File: src/rtl/uart_rx_buffer_pkg.sv
// Shared definitions for the UART receive buffer: Avalon register map,
// STATUS/CONTROL bit positions and the STATUS word packer.
package uart_rx_buffer_pkg;

    typedef enum logic [1:0] {
        REG_DATA    = 2'd0,
        REG_STATUS  = 2'd1,
        REG_CONTROL = 2'd2,
        REG_RSVD    = 2'd3
    } reg_addr_e;

    localparam int ST_EMPTY    = 0;
    localparam int ST_FULL     = 1;
    localparam int ST_OVERRUN  = 2;
    localparam int ST_IRQ_EN   = 3;
    localparam int ST_COUNT_LO = 8;

    localparam int CTRL_IRQ_EN = 0;

    typedef struct packed {
        logic [7:0] count;
        logic       irq_en;
        logic       overrun;
        logic       full;
        logic       empty;
    } status_t;

    function automatic logic [31:0] pack_status(input status_t s);
        logic [31:0] w;
        w = '0;
        w[ST_COUNT_LO +: 8] = s.count;
        w[ST_IRQ_EN]        = s.irq_en;
        w[ST_OVERRUN]       = s.overrun;
        w[ST_FULL]          = s.full;
        w[ST_EMPTY]         = s.empty;
        return w;
    endfunction

endpackage

File: src/rtl/uart_rx_buffer_if.sv
// Byte-capture strobe from the receive core plus the Avalon-MM slave bus
// and the interrupt line, bundled for the receive buffer.
interface uart_rx_buffer_if;
    logic [7:0]  rx_data;
    logic        rx_done;
    logic [1:0]  avs_address;
    logic        avs_read;
    logic        avs_write;
    logic [31:0] avs_writedata;
    logic [31:0] avs_readdata;
    logic        irq;

    modport master (
        output rx_data, rx_done, avs_address, avs_read, avs_write, avs_writedata,
        input  avs_readdata, irq
    );

    modport slave (
        input  rx_data, rx_done, avs_address, avs_read, avs_write, avs_writedata,
        output avs_readdata, irq
    );
endinterface

File: src/rtl/uart_rx_buffer_fifo_mem.sv
// DEPTH x 8 register array: synchronous write port, combinational read port.
// Storage is never reset; the pointers in the parent decide what is reachable.
module uart_fifo_mem #(
    parameter int DEPTH  = 16,
    parameter int ADDR_W = $clog2(DEPTH)
) (
    input  logic              clk,
    input  logic              we_i,
    input  logic [ADDR_W-1:0] waddr_i,
    input  logic [7:0]        wdata_i,
    input  logic [ADDR_W-1:0] raddr_i,
    output logic [7:0]        rdata_o
);

    logic [7:0] mem_q [DEPTH];

    always_ff @(posedge clk) begin
        if (we_i) begin
            mem_q[waddr_i] <= wdata_i;
        end
    end

    assign rdata_o = mem_q[raddr_i];

endmodule

File: src/rtl/uart_rx_buffer.sv
// Receive-side byte FIFO with an Avalon-MM DATA/STATUS/CONTROL register view
// and a registered level interrupt.
module uart_rx_buffer
    import uart_rx_buffer_pkg::*;
#(
    parameter int DEPTH  = 16,
    parameter int ADDR_W = $clog2(DEPTH)
) (
    input  logic                  rx_clk,
    input  logic                  reset,
    uart_rx_buffer_if.slave       bus
);

    logic [ADDR_W-1:0] wr_ptr_q, wr_ptr_d;
    logic [ADDR_W-1:0] rd_ptr_q, rd_ptr_d;
    logic [ADDR_W:0]   count_q,  count_d;
    logic              overrun_q, overrun_d;
    logic              irq_en_q,  irq_en_d;
    logic [31:0]       rdata_q,   rdata_d;
    logic              irq_q,     irq_d;

    logic       empty, full, push, pop;
    logic       rd_data, rd_status, rd_ctrl;
    logic       wr_status, wr_ctrl;
    logic       ovr_set, ovr_clr;
    logic [7:0] head_byte;
    status_t    status;
    logic       unused_wd;

    assign unused_wd = ^{bus.avs_writedata[31:3], bus.avs_writedata[1]};

    assign empty = (count_q == '0);
    assign full  = (count_q == (ADDR_W+1)'(DEPTH));

    assign rd_data   = bus.avs_read  && (bus.avs_address == REG_DATA);
    assign rd_status = bus.avs_read  && (bus.avs_address == REG_STATUS);
    assign rd_ctrl   = bus.avs_read  && (bus.avs_address == REG_CONTROL);
    assign wr_status = bus.avs_write && (bus.avs_address == REG_STATUS);
    assign wr_ctrl   = bus.avs_write && (bus.avs_address == REG_CONTROL);

    // A pop frees a slot in the same cycle, so a full FIFO still accepts.
    assign pop  = rd_data && !empty;
    assign push = bus.rx_done && (!full || pop);

    assign ovr_set = bus.rx_done && full && !pop;
    assign ovr_clr = wr_status && bus.avs_writedata[ST_OVERRUN];

    uart_fifo_mem #(.DEPTH(DEPTH), .ADDR_W(ADDR_W)) u_mem (
        .clk     (rx_clk),
        .we_i    (push),
        .waddr_i (wr_ptr_q),
        .wdata_i (bus.rx_data),
        .raddr_i (rd_ptr_q),
        .rdata_o (head_byte)
    );

    always_comb begin
        status         = '0;
        status.count   = 8'(count_q);
        status.irq_en  = irq_en_q;
        status.overrun = overrun_q;
        status.full    = full;
        status.empty   = empty;
    end

    always_comb begin
        wr_ptr_d  = wr_ptr_q;
        rd_ptr_d  = rd_ptr_q;
        count_d   = count_q;
        overrun_d = overrun_q;
        irq_en_d  = irq_en_q;
        rdata_d   = rdata_q;

        if (push) wr_ptr_d = wr_ptr_q + ADDR_W'(1);
        if (pop)  rd_ptr_d = rd_ptr_q + ADDR_W'(1);

        case ({push, pop})
            2'b10:   count_d = count_q + (ADDR_W+1)'(1);
            2'b01:   count_d = count_q - (ADDR_W+1)'(1);
            default: count_d = count_q;
        endcase

        // Clear first so a same-cycle overrun set takes priority.
        if (ovr_clr) overrun_d = 1'b0;
        if (ovr_set) overrun_d = 1'b1;

        if (wr_ctrl) irq_en_d = bus.avs_writedata[CTRL_IRQ_EN];

        if (bus.avs_read) begin
            rdata_d = '0;
            if (rd_data && !empty) rdata_d = {23'b0, 1'b1, head_byte};
            if (rd_status)         rdata_d = pack_status(status);
            if (rd_ctrl)           rdata_d = {31'b0, irq_en_q};
        end

        irq_d = irq_en_d && ((count_d != '0) || overrun_d);
    end

    always_ff @(posedge rx_clk) begin
        if (reset) begin
            wr_ptr_q  <= '0;
            rd_ptr_q  <= '0;
            count_q   <= '0;
            overrun_q <= 1'b0;
            irq_en_q  <= 1'b0;
            rdata_q   <= '0;
            irq_q     <= 1'b0;
        end else begin
            wr_ptr_q  <= wr_ptr_d;
            rd_ptr_q  <= rd_ptr_d;
            count_q   <= count_d;
            overrun_q <= overrun_d;
            irq_en_q  <= irq_en_d;
            rdata_q   <= rdata_d;
            irq_q     <= irq_d;
        end
    end

    assign bus.avs_readdata = rdata_q;
    assign bus.irq          = irq_q;

endmodule

File: src/flat_wrapper.sv
// flat-port wrapper written by rule: the top's interface ports become plain ports
module uart_rx_buffer_flat import uart_rx_buffer_pkg::*;
#(
    parameter int DEPTH  = 16,
    parameter int ADDR_W = $clog2(DEPTH)
)
  (rx_clk, reset, bus_rx_data, bus_rx_done, bus_avs_address, bus_avs_read, bus_avs_write, bus_avs_writedata, bus_avs_readdata, bus_irq);
  uart_rx_buffer_if bus_i ();
  input  logic rx_clk;
  input  logic reset;
  input wire logic [$bits(bus_i.rx_data)-1:0] bus_rx_data;
  input wire logic [$bits(bus_i.rx_done)-1:0] bus_rx_done;
  input wire logic [$bits(bus_i.avs_address)-1:0] bus_avs_address;
  input wire logic [$bits(bus_i.avs_read)-1:0] bus_avs_read;
  input wire logic [$bits(bus_i.avs_write)-1:0] bus_avs_write;
  input wire logic [$bits(bus_i.avs_writedata)-1:0] bus_avs_writedata;
  output wire logic [$bits(bus_i.avs_readdata)-1:0] bus_avs_readdata;
  output wire logic [$bits(bus_i.irq)-1:0] bus_irq;
  assign bus_i.rx_data = bus_rx_data;
  assign bus_i.rx_done = bus_rx_done;
  assign bus_i.avs_address = bus_avs_address;
  assign bus_i.avs_read = bus_avs_read;
  assign bus_i.avs_write = bus_avs_write;
  assign bus_i.avs_writedata = bus_avs_writedata;
  assign bus_avs_readdata = bus_i.avs_readdata;
  assign bus_irq = bus_i.irq;
  uart_rx_buffer #(.DEPTH(DEPTH), .ADDR_W(ADDR_W)) u_core (.rx_clk(rx_clk), .reset(reset), .bus(bus_i));
endmodule
File: config.mk
export PLATFORM = sky130hd
export DESIGN_NAME = uart_rx_buffer_flat
export DESIGN_NICKNAME = d
export VERILOG_FILES = /design/src/rtl/uart_rx_buffer_pkg.sv /design/src/rtl/uart_rx_buffer_if.sv /design/src/rtl/uart_rx_buffer_fifo_mem.sv /design/src/rtl/uart_rx_buffer.sv /design/src/flat_wrapper.sv
export SDC_FILE = /design/constraint.sdc
export NUM_CORES = 1
export LEC_CHECK = 0
export BUFFER_PORTS_ARGS = -buffer_cell sky130_fd_sc_hd__buf_4
export CAP_MARGIN = 20
export CORE_UTILIZATION = 50
export CTS_CLUSTER_DIAMETER = 120
export CTS_CLUSTER_SIZE = 28
export DETAILED_ROUTE_END_ITERATION = 8
export PLACE_DENSITY_LB_ADDON = 0.1
export SLEW_MARGIN = 20
export SYNTH_ARGS = -nofsm -noshare
export SYNTH_HDL_FRONTEND = slang
export SYNTH_HIERARCHICAL = 1
export SYNTH_SLANG_ARGS = --single-unit
File: constraint.sdc
create_clock -name rx_clk -period 6.4 [get_ports rx_clk]
set_input_delay 1.28 -clock rx_clk [delete_from_list [all_inputs] [get_ports rx_clk]]
set_output_delay 1.28 -clock rx_clk [all_outputs]
set_load 0.02 [all_outputs]
==> metrics.txt <==
status complete, no violations; Yosys cell types 53; share of cells above drive strength 1 19.7%; Async SR Flop Fraction 0%; Hold WC Path Type flip-flop to flip-flop; routed length per placed instance 19.7 um; DRT iter0 DRCs 206; antenna diode count 0; total of max-cap violations 0; ys flop type edfxtp_1; part of the Yosys area used for sequential elements 66.7%; initial antenna violation count 0; core area 12800 um2; 1st-pass router iterations 4; Highest Signal Layer met4; post-synth top area share 57.9%; Area Growth Syn to Fin 12.2%; critical path peak fanout 21; Num CTS Buffers 17; CP startpoint kind input port; FILL cells 967; post-cts sizing count 0; routed wl met3 737 um; Final Non-Filler Cells 633; worst vdd ir 0.258 mV; Worst Tran Pin Value 1020 ps; Worst Path Required 6450 ps; nets@finish 499; DRT met1 WL 5180 um; Routed Antenna Nets 0; Area contributors post-synth edfxtp_1 (58%), dfxtp_1 (8.7%), mux4_2 (6.1%); CTS tree built; RSZ-0062 raised after global routing false; drt drc 0; hold buffers post-CTS 0; Final GP Congestion 0.837; largest net degree at the start of global routing 36; pwr dens 299 nW/um2; leak pwr 2.50 nW; Clk Tree Root Cell clkbuf_16; syn avg cell area 15.8 um2; Syn. warnings 6; vias per cell 5.54; first-pass GRT wire length 18800 um; # port buffers 30; Initial Util 51.9%; number of flops mapped to enable cells by yosys 128; die area 13700 um2; CP Class input port to flip-flop; hold_ws 468 ps; vias in the first global route 3445; Setup Buffers After CTS 0; placed insts 602; I/O Pins 80; H-tree depth reported by CTS 4; Slew Limit Fails 0; max_slew headroom 32.1%; FF+latch count, synth 157; Overall Global Routing Usage 20.1%; area leader, netlist edfxtp_1; clock buffer depth 2; die height 117 um; Clock Skew 7.65 ps; met2 WL 6410 um; Final Core Density 58.3%; Final Hold Viols 0; Die W 117 um; Worst-Skew Late Latency 420 ps; post-layout min period 3740 ps; DP Wirelength 8030 um; Post-Synthesis Cells 419; drt total wl 12500 um; fmax 267 MHz; Worst-path clk slew 60 ps; Sink Count 157; CP arrival 3790 ps; Row Count 41; Syn Std Cell Area 6640 um2; endpoints failing setup 0; Vias 3508; post-route setup TNS 0 ps; crit path capture type flip-flop; total grt overflow 0; period utilization 58.5%
-- synth_stat cells, types with 2 or more instances --
cell and instances:
a21oi_1 16, a22oi_1 17, a31oi_1 2, and2_1 3, and3_1 2, buf_2 6, buf_4 20, buf_6 5
clkbuf_1 8, clkdlybuf4s25_2 3, dfxtp_1 29, edfxtp_1 128, ha_1 3, inv_1 2, mux2i_1 5, mux4_1 14
mux4_2 18, nand2_1 18, nand2b_1 7, nand3_1 7, nand3b_1 2, nand4_1 3, nor2_1 41, nor2b_1 10
nor3_1 7, nor3b_1 2, o21ai_0 7, or2_2 2, xnor2_1 4, xor2_1 5
-- power breakdown --
part | leakage, nW | switching [mW] | internal (mW)
logic | 0.844 | 0.0865 | 0.0597
clock network | 0.266 | 0.374 | 0.567
registers | 1.39 | 0.0142 | 1.12
total | 2.50 | 0.474 | 1.75
-- registers in the layout, indices dropped and copies added, names as in the netlist --
register                 count
u_core/count_q               5
u_core/bus.avs_readdata     13
u_core/irq_en_q              1
u_core/u_mem/mem_q         128
u_core/overrun_q             1
u_core/rd_ptr_q              4
u_core/wr_ptr_q              4
u_core/bus.irq               1
-- worst max-delay path, cell delays in order --
cell     delay (ps)
buf_4           200
or3b_1          460
a31oi_1         660
or3b_2          550
nor2_1          630
-- cell type report --
class	instances	area, um2	area share, %
repair buffers	36	270	3.63
flip-flops and latches	157	4430	59.4
clock inverters	12	123	1.65
clock buffers	19	433	5.82
multi-input cells	235	1970	26.5
well taps	172	215	2.89
inverters	2	7.51	0.101
-- logic make-up after synthesis --
| group | Yosys count | share of synthesized area (%) |
|---|---|---|
| AND/OR/NAND/NOR | 114 | 8.75 |
| XOR/XNOR | 9 | 1.19 |
| other | 1 | 0.0565 |
| multiplexers | 39 | 13.0 |
| adder cells (fa/ha/maj) | 3 | 0.566 |
| buffers and inverters | 45 | 4.64 |
| flip-flops | 157 | 66.7 |
| AO/OA/AOI/OAI | 51 | 5.15 |
-- metal layers --
metal	track usage, %	vias up
met2	33.9	102
met1	24.5	1748
met5	0	-
met4	7.93	0
li1	-	1646
met3	5.92	12
-- stage by stage --
step | area [um2] | worst slack, ps | power (mW)
after global placement | 6890 | 2200 | 1.30
after CTS | 7440 | 2650 | 2.25
final | 7440 | 2660 | 2.22
after global routing | 7440 | 2500 | 2.30
after detailed placement | 6890 | 2210 | 1.30
after floorplan | 6700 | 2630 | 1.27
-- cells in the final DEF (no fill, tap or decap), types with 3 or more instances in the layout --
cell / instances
a22oi_1: 17
buf_4: 36
clkbuf_16: 17
nand2b_1: 7
nor3_1: 7
dfxtp_1: 28
mux4_2: 18
clkinv_1: 3
mux4_1: 14
mux2i_1: 5
o21ai_0: 7
nand4_1: 3
and2_1: 3
edfxtp_1: 128
conb_1: 19
nor2b_1: 10
nand3_1: 7
xnor2_1: 4
ha_1: 3
a21oi_1: 16
nor2_1: 41
nand2_1: 18
xor2_1: 5
-- worst paths after layout --
check	depth (start not counted)	slack [ps]	to	startpoint
setup / recovery	5	2660	u_core/u_mem/mem_q[3][2]$_DFFE_PP_	bus_avs_read
hold / removal	2	470	u_core/bus.avs_readdata[11]$_SDFFE_PP0P_	u_core/bus.avs_readdata[11]$_SDFFE_PP0P_
setup reg to reg	11	3350	u_core/bus.irq$_SDFF_PP0_	u_core/count_q[2]$_SDFF_PP0_
hold reg to reg	2	470	u_core/bus.avs_readdata[11]$_SDFFE_PP0P_	u_core/bus.avs_readdata[11]$_SDFFE_PP0P_
(Power assumes the default switching activity.)
